<file path="config.mk">
export PLATFORM = sky130hd
export DESIGN_NAME = lsu
export DESIGN_NICKNAME = d
export VERILOG_FILES = /design/src/rtl/gpu_pkg.sv /design/src/rtl/lsu.sv
export SDC_FILE = /design/constraint.sdc
export NUM_CORES = 1
export LEC_CHECK = 0
export CAP_MARGIN = 30
export CORE_ASPECT_RATIO = 0.5
export CORE_UTILIZATION = 39
export CTS_CLUSTER_SIZE = 8
export DETAILED_ROUTE_END_ITERATION = 6
export PLACE_DENSITY_LB_ADDON = 0.2
export SYNTH_ARGS = -nofsm -noshare
export SYNTH_HDL_FRONTEND = slang
export SYNTH_SLANG_ARGS = --single-unit
export TNS_END_PERCENT = 1
</file>
<file path="constraint.sdc">
create_clock -name clk -period 1.91 [get_ports clk]
set_input_delay 0.382 -clock clk [delete_from_list [all_inputs] [get_ports clk]]
set_output_delay 0.382 -clock clk [all_outputs]
set_load 0.01 [all_outputs]
</file>
<file path="src/rtl/gpu_pkg.sv">
// Shared GPU core types: core FSM encoding and per-thread LSU state encoding.
package gpu_pkg;

  typedef enum logic [2:0] {
    CS_IDLE    = 3'd0,
    CS_FETCH   = 3'd1,
    CS_DECODE  = 3'd2,
    CS_REQUEST = 3'd3,
    CS_WAIT    = 3'd4,
    CS_EXECUTE = 3'd5,
    CS_UPDATE  = 3'd6,
    CS_DONE    = 3'd7
  } core_state_t;

  typedef enum logic [1:0] {
    LSU_IDLE       = 2'b00,
    LSU_REQUESTING = 2'b01,
    LSU_WAITING    = 2'b10,
    LSU_DONE       = 2'b11
  } lsu_state_t;

  localparam logic [2:0] CORE_REQUEST = CS_REQUEST;
  localparam logic [2:0] CORE_UPDATE  = CS_UPDATE;

endpackage

</file>
<file path="src/rtl/lsu.sv">
// Per-thread load/store unit: one handshaked data-memory access per LDR/STR.
// Optional WAITING-state timeout abort is enabled by defining LSU_TIMEOUT_EN.
module lsu
  import gpu_pkg::*;
#(
  parameter int unsigned data_bits      = 8,
  parameter int unsigned addr_bits      = 8,
  parameter int unsigned TIMEOUT_CYCLES = 255
) (
  input  logic                 clk,
  input  logic                 reset,
  input  logic                 enable,
  input  logic [2:0]           core_state,
  input  logic                 dec_mem_read_en,
  input  logic                 dec_mem_write_en,
  input  logic [data_bits-1:0] rs,
  input  logic [data_bits-1:0] rt,
  output logic                 mem_read_valid,
  output logic [addr_bits-1:0] mem_read_address,
  input  logic                 mem_read_ready,
  input  logic [data_bits-1:0] mem_read_data,
  output logic                 mem_write_valid,
  output logic [addr_bits-1:0] mem_write_address,
  output logic [data_bits-1:0] mem_write_data,
  input  logic                 mem_write_ready,
  output logic [1:0]           lsu_state,
  output logic [data_bits-1:0] lsu_out,
  output logic                 lsu_error
);

  lsu_state_t           state, state_n;
  logic                 is_read, is_read_n;
  logic                 read_valid_n, write_valid_n;
  logic [addr_bits-1:0] read_addr_n, write_addr_n;
  logic [data_bits-1:0] write_data_n, out_n;

`ifdef LSU_TIMEOUT_EN
  localparam int unsigned cnt_w = $clog2(TIMEOUT_CYCLES + 1);
  logic [cnt_w-1:0] cnt, cnt_n;
  logic             err, err_n;
  assign lsu_error = err;
`else
  assign lsu_error = 1'b0;
`endif

  assign lsu_state = state;

  // State and registered outputs
  always_ff @(posedge clk or posedge reset) begin
    if (reset) begin
      state             <= LSU_IDLE;
      is_read           <= 1'b0;
      mem_read_valid    <= 1'b0;
      mem_read_address  <= '0;
      mem_write_valid   <= 1'b0;
      mem_write_address <= '0;
      mem_write_data    <= '0;
      lsu_out           <= '0;
`ifdef LSU_TIMEOUT_EN
      cnt               <= '0;
      err               <= 1'b0;
`endif
    end else begin
      state             <= state_n;
      is_read           <= is_read_n;
      mem_read_valid    <= read_valid_n;
      mem_read_address  <= read_addr_n;
      mem_write_valid   <= write_valid_n;
      mem_write_address <= write_addr_n;
      mem_write_data    <= write_data_n;
      lsu_out           <= out_n;
`ifdef LSU_TIMEOUT_EN
      cnt               <= cnt_n;
      err               <= err_n;
`endif
    end
  end

  // Next-state and next-output logic; everything holds while enable is low
  always_comb begin
    state_n       = state;
    is_read_n     = is_read;
    read_valid_n  = mem_read_valid;
    read_addr_n   = mem_read_address;
    write_valid_n = mem_write_valid;
    write_addr_n  = mem_write_address;
    write_data_n  = mem_write_data;
    out_n         = lsu_out;
`ifdef LSU_TIMEOUT_EN
    cnt_n         = cnt;
    err_n         = err;
`endif
    if (enable) begin
      unique case (state)
        LSU_IDLE: begin
          if (core_state == CORE_REQUEST && (dec_mem_read_en || dec_mem_write_en)) begin
            is_read_n = dec_mem_read_en;
            state_n   = LSU_REQUESTING;
`ifdef LSU_TIMEOUT_EN
            err_n     = 1'b0;
`endif
          end
        end
        LSU_REQUESTING: begin
          if (is_read) begin
            read_valid_n = 1'b1;
            read_addr_n  = addr_bits'(rs);
          end else begin
            write_valid_n = 1'b1;
            write_addr_n  = addr_bits'(rs);
            write_data_n  = rt;
          end
`ifdef LSU_TIMEOUT_EN
          cnt_n   = '0;
`endif
          state_n = LSU_WAITING;
        end
        LSU_WAITING: begin
          if (is_read && mem_read_ready) begin
            read_valid_n = 1'b0;
            out_n        = mem_read_data;
            state_n      = LSU_DONE;
          end else if (!is_read && mem_write_ready) begin
            write_valid_n = 1'b0;
            state_n       = LSU_DONE;
          end
`ifdef LSU_TIMEOUT_EN
          // Ready on the terminal cycle takes priority over the abort
          else if (cnt == cnt_w'(TIMEOUT_CYCLES - 1)) begin
            read_valid_n  = 1'b0;
            write_valid_n = 1'b0;
            err_n         = 1'b1;
            if (is_read) out_n = '0;
            state_n       = LSU_DONE;
          end else begin
            cnt_n = cnt + cnt_w'(1);
          end
`endif
        end
        LSU_DONE: begin
          if (core_state == CORE_UPDATE) state_n = LSU_IDLE;
        end
        default: state_n = LSU_IDLE;
      endcase
    end
  end

endmodule

</file>
Yosys cells after proc, flatten, opt, wreduce, memory -nomap -nowiden
Index checks and enable logic that the tools add are counted.

word-level totals
  register bits = 37
  output and inout bits = 37
  word-level logic and storage cells = 48

operators by class
  eq/ne operators = 13
  mux-type cells = 12
  bitwise operators = 1
  reductions and logical operators = 14

operators by type and width
  kind                  count
  $ne A2 B2 Y1 const B  7
  $reduce_and A3 Y1     4
  $mux W2               4
  $pmux W2 S4           1
  $reduce_and A4 Y1     2
  $mux W1               5
  $reduce_and A5 Y1     1
  $eq A2 B2 Y1 const B  2
  $pmux W1 S2           2
  $eq A3 B2 Y1 const B  1
  $eq A3 B3 Y1 const B  1
  $logic_and A1 B1 Y1   3
  $ne A3 B3 Y1 const B  1
  $eq A2 B1 Y1 const B  1
  $logic_not A2 Y1      1
  $reduce_bool A2 Y1    1
  $logic_not A1 Y1      1
  $logic_or A1 B1 Y1    1
  $not A1 Y1            1

Longest topological paths before layout
Gate-level depths: netlist (run 1).

  depth in word-level cells = 5
  gate-level depth with buffers = 5

Worst setup path before layout (run 1)
Ideal clock, no wire load.

  path type = reg2reg
  start = reg state[1] (netlist: lsu_state[1])
  end = reg mem_write_address[0]
  library setup time = 0.125 ns
  arrival time = 1.341 ns
  path slack = 0.444 ns
  stages on the path, launching flop included = 6
  path buffers = 1
  path through = dfrtp_1 -> inv_1 -> ha_1 -> nand3b_4 -> buf_6 -> mux2_4

between the ends
  word-level cells in the longest chain between the ends = 2

RTL lines
  what                         line       text
  start: declaration           lsu.sv:31  lsu_state_t state, state_n;
  start signal: assignment     lsu.sv:64  state <= state_n;
  $eq A2 B1 Y1                 lsu.sv:94  unique case (state)
  $reduce_and A3 Y1 (no line)  --
  end signal: assignment       lsu.sv:69  mem_write_address <= write_addr_n;
  end: declaration             lsu.sv:23  output logic [addr_bits-1:0] mem_write_address,

No other way between the ends.
A chain may end at the register's enable or synchronous reset.

Worst setup path after layout (run 1)
  start = reg state[1] (netlist: lsu_state[1])
  end = out lsu_state[1]

RTL lines
  what              line       text
  end: declaration  lsu.sv:26  output logic [1:0] lsu_state,

No word-level cell between the ends.

==> flow_summary.yaml, run 1 <==
cts:
  clkLatencyLatePin_ns: 0.28
  root_buffer: "clkbuf_8"
  cts_tree: "built"
  cts_max_level: 2
  post_cts_resized: 0
  ctsHoldBuffers: 0
  cts_setup_buffers: 0
  cts_inserted_buffers: 5
  clock_path_buffers: 2
  clkTransAtPathRegs_ns: 0.07
  clock_sinks: 37
timing:
  setup_tns_ns: 0
  fmax_mhz: 611
  post-route-min-period_ns: 1.64
  finalSetupViolations: 0
  fin_ws_ns: 0.273
  hold_viol: 0
  clock_skew_ns: 0.00624
  rsz0062_at_grt: "no"
  slew_violations: 0
  finalCritPeriodShare_pct: 85.7
worst_hold_path:
  hp-class: "input pin to asynchronous set/reset pin"
grt:
  grt_pass1_wl_um: 4650
  grt_max_degree: 38
  grt_pass1_vias: 1021
  antenna_found_initial: 0
  grt.total_usage_pct: 14.6
  globalRouteOverflowTotal: 0
detailed_routing:
  drcViolationCount: 0
  routed_via_density: 4.58
  routedWlPerCell_um: 13.0
  vias: 1072
  drtIter0Drc: 44
  drt_pass1_iterations: 4
  ant_nets: 0
  drt-total-wl_um: 3030
logic_synthesis:
  ys_seq_elements: 37
  synth_nets: 144
  ys_seq_area_share_pct: 58.0
  synth_area_leaders: "dfrtp_1 58%, mux2_2 17%, mux2_4 9.4%, ha_1 3.1%, buf_6 1.4%"
  syn_avg_cell_area_um2: 15.1
  netlist_area_um2: 1600
  synth_warnings: 0
  synthDominantCellAreaShare_pct: 58.0
  synth_cell_types: 21
  synthCells: 106
  yosysTopAreaCell: "dfrtp_1"
worst_setup_path:
  cp_slowest_cell: "clkdlybuf4s50_1"
  path_buf_inv: 1
  cp_max_fo: 5
  arrival_ns: 1.25
  crit_family: "buffers and inverters"
  critPathLaunch: "lsu_state[1]$_DFFE_PP0P_"
  slowest_delay_ns: 0.56
  worstSetupPathType: "register to output port"
  path_depth: 1
  r2r-start: "lsu_state[0]$_DFFE_PP0P_"
  cp.required_ns: 1.53
  crit_path_end_kind: "output port"
  crit_path_cell_trace: "clkdlybuf4s50_1"
  worstRegToRegCells: 4
  cp-start-kind: "register"
layout:
  multiInputGateArea_um2: 618
  fin_area_um2: 2420
  layout.nets: 218
  synthToLayoutAreaGrowth_pct: 51.5
  diodes: 0
  utilization_pct: 62.0
  layout.filler_cells: 325
  drive_above_1_share_pct: 25.0
  layout.area.seq_um2: 926
floorplan:
  die_w_um: 92.5
  io_pins: 71
  fp-row-count: 16
  start_util_pct: 40.9
  core_um2: 3900
  dieArea_um2: 4370
  die_y_um: 47.2
placed_design:
  place_ws_ns: 0.0709
  numPortBuffers: 69
  gp_congestion: 0.704
  placed_cell_area_um2: 2330
  dpl.hpwl_um: 2240
pwr:
  p_per_area_nw_per_um2: 1470
  p_int_mw: 2.53
  p_sw_share_pct: 29.1
  p_seq_share_pct: 38.5
  leakagePower_nw: 1.10
  pwr-share-clk_pct: 15.0
  p_comb_share_pct: 46.5
  switchingPower_mw: 1.04
  ir_drop_mv: 0.638
flow_run:
  cap_violations: 0
run_status:
  outcome: "finished, final reports clean"
[worst min-delay path: cells and delay by family]
kind     cells  cell delay (ns)
buf+inv      3             0.83
[path summary, 6_finish.rpt]
check	to	slack (ns)
setup / recovery	lsu_state[1]	0.27
max in group asynchronous	mem_write_data[1]$_DFFE_PP0P_	1.08
hold reg to reg	lsu_out[6]$_DFFE_PP0P_	0.50
setup reg to reg	lsu_out[3]$_DFFE_PP0P_	0.32
hold / removal	mem_write_data[3]$_DFFE_PP0P_	0.50
min in group clk	lsu_out[6]$_DFFE_PP0P_	0.50
[power by group through the flow]
stage	clock network (mW)	registers (mW)	logic, mW
2_1_floorplan	0	1.51	0.680
3_3_place_gp	0	1.38	1.66
3_5_place_dp	0	1.38	1.68
4_1_cts	0.559	1.38	1.69
5_1_grt	0.586	1.43	1.79
6_report	0.534	1.37	1.66
[per-layer routing]
metal / GRT usage, % / wire length, um / up-vias
met3: 5.50 / 200 / 2
met5: 0 / 0 / -
li1: - / - / 514
met2: 23.6 / 1440 / 31
met1: 18.1 / 1370 / 525
met4: 6.56 / 25 / 0
[synth_stat cells, drive strengths merged]
cell type / instances
buf: 4
mux2: 34
nor2: 2
nand3: 3
mux2i: 1
nand2: 5
nor3: 1
a31oi: 1
inv: 4
o2111ai: 1
conb: 1
a32oi: 1
ha: 4
dfrtp: 37
nor2b: 1
nand3b: 1
o21ai: 4
nand4: 1
[cell families after synthesis]
logic type | after synthesis | synth area share, %
buf+inv | 8 | 3.29
simple gates | 14 | 5.64
fa+ha+maj | 4 | 3.13
other cells | 1 | 0.235
compound gates | 7 | 2.74
mux | 35 | 27.0
flops | 37 | 58.0
[registers in the layout (all words and copies together), names as in the netlist]
signal	count
mem_read_address	8
mem_read_valid	1
mem_write_data	8
mem_write_valid	1
is_read	1
mem_write_address	8
lsu_state	2
lsu_out	8
[cell type report]
| type | count | share of cell area, % |
|---|---|---|
| Clock buffer | 7 | 3.57 |
| Tap cell | 54 | 2.79 |
| Timing Repair Buffer | 71 | 29.2 |
| Sequential cell | 37 | 38.3 |
| Inverter | 4 | 0.621 |
| Multi-Input combinational cell | 61 | 25.6 |
[layout by cell type (no fill, tap or decap), types with 2 or more instances in the layout]
| cell type | count |
|---|---|
| clkbuf_8 | 6 |
| mux2_2 | 24 |
| nand2_1 | 5 |
| inv_1 | 4 |
| mux2_4 | 10 |
| ha_1 | 4 |
| dfrtp_1 | 37 |
| clkdlybuf4s50_1 | 69 |
| buf_4 | 2 |
| nand3_1 | 2 |
| nor2_1 | 2 |
| o21ai_0 | 4 |
[metrics by stage]
stage	total power, mW	hold slack [ns]	instances
after floorplan	2.19	0.526	106
after global placement	3.03	0.487	227
after detailed placement	3.07	0.493	227
after CTS	3.63	0.508	234
after global routing	3.80	0.527	234
final	3.57	0.503	234
No activity file was read; power rests on OpenSTA's default activity.
==> run 2, diff against run 1 <==
--- a/config.mk
+++ b/config.mk
@@ -6,7 +6,7 @@
 export NUM_CORES = 1
 export LEC_CHECK = 0
 export CAP_MARGIN = 30
-export CORE_ASPECT_RATIO = 0.5
+export CORE_ASPECT_RATIO = 0.7
 export CORE_UTILIZATION = 39
 export CTS_CLUSTER_SIZE = 8
 export DETAILED_ROUTE_END_ITERATION = 6
==> run 2 against run 1 <==
Register-to-register slack improved by 0.02 ns; die area is 0.26% lower; final cell count down 0.85%; power is 1.2% higher; critical path depth did not move; worst hold slack better by 0.0035 ns; non-clock buffer count did not move; first-iteration DRC count decreased by 52%; via count rose by 2.5%; count of clock-buffer cells in the layout unchanged; fmax up 1.2%; critical endpoint unchanged; largest power group unchanged.
==> flow_summary.yaml, run 2 (synthesis results as in run 1) <==
placed_design:
  dpl.hpwl_um: 2600
  gp_congestion: 0.788
  numPortBuffers: 69
  placed_cell_area_um2: 2330
  place_ws_ns: 0.0302
worst_hold_path:
  hold_path_end: "mem_read_address[0]$_DFFE_PP0P_"
  hp-class: "register to register"
  worstHoldStart: "mem_read_address[0]$_DFFE_PP0P_"
  hold_depth: 1
timing:
  post-route-min-period_ns: 1.62
  finalCritPeriodShare_pct: 84.7
  setup_tns_ns: 0
  clock_skew_ns: 0.00282
  rsz0062_at_grt: "no"
  slew_violations: 0
  hold_viol: 0
  finalSetupViolations: 0
  fmax_mhz: 618
  fin_ws_ns: 0.293
pwr:
  p_seq_share_pct: 38.2
  switchingPower_mw: 1.08
  pwr-share-clk_pct: 14.8
  p_per_area_nw_per_um2: 1490
  finalPower_mw: 3.61
  p_comb_share_pct: 47.0
  p_sw_share_pct: 29.8
  leakagePower_nw: 1.10
  p_int_mw: 2.53
  ir_drop_mv: 0.855
worst_setup_path:
  worstSetupPathType: "register to output port"
  crit_path_cell_trace: "clkdlybuf4s50_1"
  crit_path_end_kind: "output port"
  cp-start-kind: "register"
  slowest_delay_ns: 0.55
  path_buf_inv: 1
  cp_slowest_cell: "clkdlybuf4s50_1"
  crit_family: "buffers and inverters"
  worstRegToRegCells: 4
  rrSetupSlack_ns: 0.34
  cp.required_ns: 1.53
  arrival_ns: 1.24
  cp_max_fo: 5
  r2r-start: "lsu_state[1]$_DFFE_PP0P_"
  reg2reg_to: "mem_write_data[3]$_DFFE_PP0P_"
floorplan:
  io_pins: 71
  dieArea_um2: 4360
  die_w_um: 78.5
  die_y_um: 55.5
  core_um2: 3920
  start_util_pct: 40.7
  fp-row-count: 19
layout:
  diodes: 0
  final_cell_mix: "69 x clkdlybuf4s50_1, 37 x dfrtp_1, 24 x mux2_2"
  layout.filler_cells: 310
  drive_above_1_share_pct: 25.0
  layout.nets: 218
  final_common_cell: "clkdlybuf4s50_1"
  utilization_pct: 61.6
  synthToLayoutAreaGrowth_pct: 51.3
  fin_area_um2: 2420
cts:
  clock_path_buffers: 2
  root_buffer: "clkbuf_8"
  cts_max_level: 2
  clkTransAtPathRegs_ns: 0.07
  ctsHoldBuffers: 0
  cts_setup_buffers: 0
  post_cts_resized: 0
  cts_inserted_buffers: 5
  cts_tree: "built"
  clock_sinks: 37
  clkLatencyLatePin_ns: 0.28
detailed_routing:
  drt-total-wl_um: 3480
  ant_nets: 0
  drt_pass1_iterations: 4
  drtIter0Drc: 21
  drcViolationCount: 0
  vias: 1099
  routed_via_density: 4.74
  routedWlPerCell_um: 15.0
grt:
  met3_usage_pct: 6.45
  globalRouteOverflowTotal: 0
  grt_max_degree: 38
  grtUsageMet1_pct: 20.4
  antenna_found_initial: 0
  use_met2_pct: 27.4
  grt_busiest_layer: "met2"
  grt_pass1_vias: 1183
  grt.total_usage_pct: 16.8
  grt_pass1_wl_um: 5580
run_status:
  outcome: "finished, final reports clean"
flow_run:
  cap_violations: 0
==> run 2: metal layers <==
metal	up-vias	part of all wire (%)
met5	-	0
met4	0	1.1
met3	5	7.4
met2	42	48
met1	539	44
li1	513	-
==> run 2: power by group through the flow <==
stage	sequential, mW	combinational [mW]	clock [mW]
after floorplan	1.51	0.680	0
after global placement	1.36	1.67	0
after detailed placement	1.39	1.72	0
after CTS	1.38	1.72	0.555
after global routing	1.42	1.80	0.582
final	1.38	1.70	0.532
==> run 2: metrics by stage <==
stage / hold WS, ns / cells
global placement: 0.485 / 225
CTS: 0.508 / 232
global route: 0.519 / 232
finish: 0.506 / 232
floorplan: 0.526 / 106
detailed placement: 0.492 / 225
==> run 2: how the worst max path moves through the flow <==
stage	startpoint	to	slack (ns)	cells past startpoint
2_1_floorplan	lsu_state[1]$_DFFE_PP0P_	mem_write_address[0]$_DFFE_PP0P_	0.44	5
3_3_place_gp	enable	mem_write_data[1]$_DFFE_PP0P_	0.08	3
3_5_place_dp	enable	mem_write_data[3]$_DFFE_PP0P_	0.03	3
4_1_cts	lsu_state[1]$_DFFE_PP0P_	lsu_state[1]	0.26	1
5_1_grt	lsu_state[1]$_DFFE_PP0P_	lsu_state[1]	0.22	1
6_report	lsu_state[1]$_DFFE_PP0P_	lsu_state[1]	0.29	1
==> run 2: final cells by class <==
cell class                 instances  area [um^2]  share of cell area, %
sequential                        37          926                   38.3
timing repair buffer              71          706                   29.2
multi-input combinational         61          618                   25.6
clock buffer                       7         86.3                   3.57
tap                               52         65.1                   2.69
inverter                           4         15.0                  0.621
==> run 3, diff against run 2 <==
==> constraint.sdc (replaced) <==
create_clock -name clk -period 1.7 [get_ports clk]
set_input_delay 0.34 -clock clk [delete_from_list [all_inputs] [get_ports clk]]
set_output_delay 0.34 -clock clk [all_outputs]
set_load 0.01 [all_outputs]
==> run 3 against run 2 <==
Die area unchanged; register-to-register slack got worse by 0.21 ns; worst hold slack worse by 0.075 ns; final cell count increased by 0.86%; worst setup slack lost 0.17 ns; wire length shrank 1.4%; first-iteration DRC count up 100%; design area increased by 0.57%; power grew 12%; largest cell class unchanged; highest routed layer unchanged; sequential power rose by 12%; clock power rose by 7.0%; sequential cell count unchanged.
==> flow_summary.yaml, run 3 (synthesis results as in run 1) <==
cts:
  clkLatencyLatePin_ns: 0.28
  post_cts_resized: 0
  cts_setup_buffers: 0
  ctsHoldBuffers: 0
  cts_max_level: 2
  clock_path_buffers: 2
  cts_inserted_buffers: 5
  clock_sinks: 37
  root_buffer: "clkbuf_8"
  clkTransAtPathRegs_ns: 0.07
  cts_tree: "built"
worst_setup_path:
  slowest_delay_ns: 0.55
  path_buf_inv: 1
  crit_family: "buffers and inverters"
  r2r-start: "lsu_state[1]$_DFFE_PP0P_"
  cp_max_fo: 5
  worstSetupPathType: "register to output port"
  crit_path_cell_trace: "clkdlybuf4s50_1"
  cp-start-kind: "register"
  cp.required_ns: 1.36
  cp_slowest_cell: "clkdlybuf4s50_1"
  arrival_ns: 1.24
  crit_path_end_kind: "output port"
  critPathLaunch: "lsu_state[1]$_DFFE_PP0P_"
grt:
  grt.total_usage_pct: 17.6
  globalRouteOverflowTotal: 0
  grt_pass1_vias: 1215
  antenna_found_initial: 0
  grt_pass1_wl_um: 5680
  grt_max_degree: 38
pwr:
  p_per_area_nw_per_um2: 1660
  ir_drop_mv: 1.07
  finalPower_mw: 4.04
  leakagePower_nw: 1.10
detailed_routing:
  ant_nets: 0
  vias: 1108
  drt-total-wl_um: 3430
  drcViolationCount: 0
  routed_via_density: 4.74
  drt_pass1_iterations: 4
  routedWlPerCell_um: 14.7
  drtIter0Drc: 42
layout:
  synthToLayoutAreaGrowth_pct: 52.2
  layout.nets: 219
  final_cell_mix: "69 x clkdlybuf4s50_1, 37 x dfrtp_1, 24 x mux2_2"
  diodes: 0
  final_cells: 234
  fin_area_um2: 2430
  layout.filler_cells: 307
  drive_above_1_share_pct: 24.7
  final_common_cell: "clkdlybuf4s50_1"
timing:
  hold_viol: 0
  fin_ws_ns: 0.120
  slew_violations: 0
  fmax_mhz: 633
  setup_tns_ns: 0
  finalSetupViolations: 0
  clock_skew_ns: 0.00291
  finalCritPeriodShare_pct: 93.0
  rsz0062_at_grt: "no"
  post-route-min-period_ns: 1.58
placed_design:
  gp_congestion: 0.789
  dp.cells: 226
  dpl.hpwl_um: 2610
  placed_cell_area_um2: 2350
  place_ws_ns: -0.144
  numPortBuffers: 69
flow_run:
  cap_violations: 0
run_status:
  outcome: "finished, final reports clean"
floorplan:
  core_um2: 3920
  die_w_um: 78.5
  fp-row-count: 19
  io_pins: 71
  dieArea_um2: 4360
  start_util_pct: 40.7
  die_y_um: 55.5
worst_hold_path:
  hp-class: "input pin to asynchronous set/reset pin"
[run 3: metal layers]
metal / vias up / GRT usage [%] / wire length, um
met4: 0 / 7.67 / 53
met1: 539 / 20.6 / 1470
met5: - / 0 / 0
li1: 517 / - / -
met2: 44 / 29.1 / 1640
met3: 8 / 6.45 / 264
[run 3: path summary, 6_finish.rpt]
check / end / slack [ns] / cells past startpoint
setup / recovery: lsu_state[1] / 0.12 / 1
hold / removal: mem_write_data[1]$_DFFE_PP0P_ / 0.43 / 3
setup reg to reg: mem_write_data[1]$_DFFE_PP0P_ / 0.13 / 4
hold reg to reg: mem_write_address[4]$_DFFE_PP0P_ / 0.50 / 1
max in group asynchronous: mem_read_address[5]$_DFFE_PP0P_ / 1.09 / 3
min in group clk: mem_write_address[4]$_DFFE_PP0P_ / 0.50 / 1
[run 3: final cells by class]
class	count	area (um^2)	share of cell area, %
well taps	52	65.1	2.68
clock buffers	8	80.1	3.30
inverters	4	15.0	0.618
flip-flops and latches	37	926	38.1
multi-input cells	61	618	25.4
repair buffers	72	726	29.9
[run 3: through the flow]
stage | hold slack (ns) | utilization [%]
after floorplan | 0.489 | -
after global placement | 0.486 | 59.9
after detailed placement | 0.491 | 59.9
after CTS | 0.431 | 61.9
after global routing | 0.462 | 61.9
final | 0.431 | 61.9
[run 3: report_power, final]
group	internal, mW	switching (mW)	leakage, nW
Combinational	1.25	0.674	0.610
Clock	0.291	0.278	0.0395
Sequential	1.29	0.260	0.454
Total	2.83	1.21	1.10
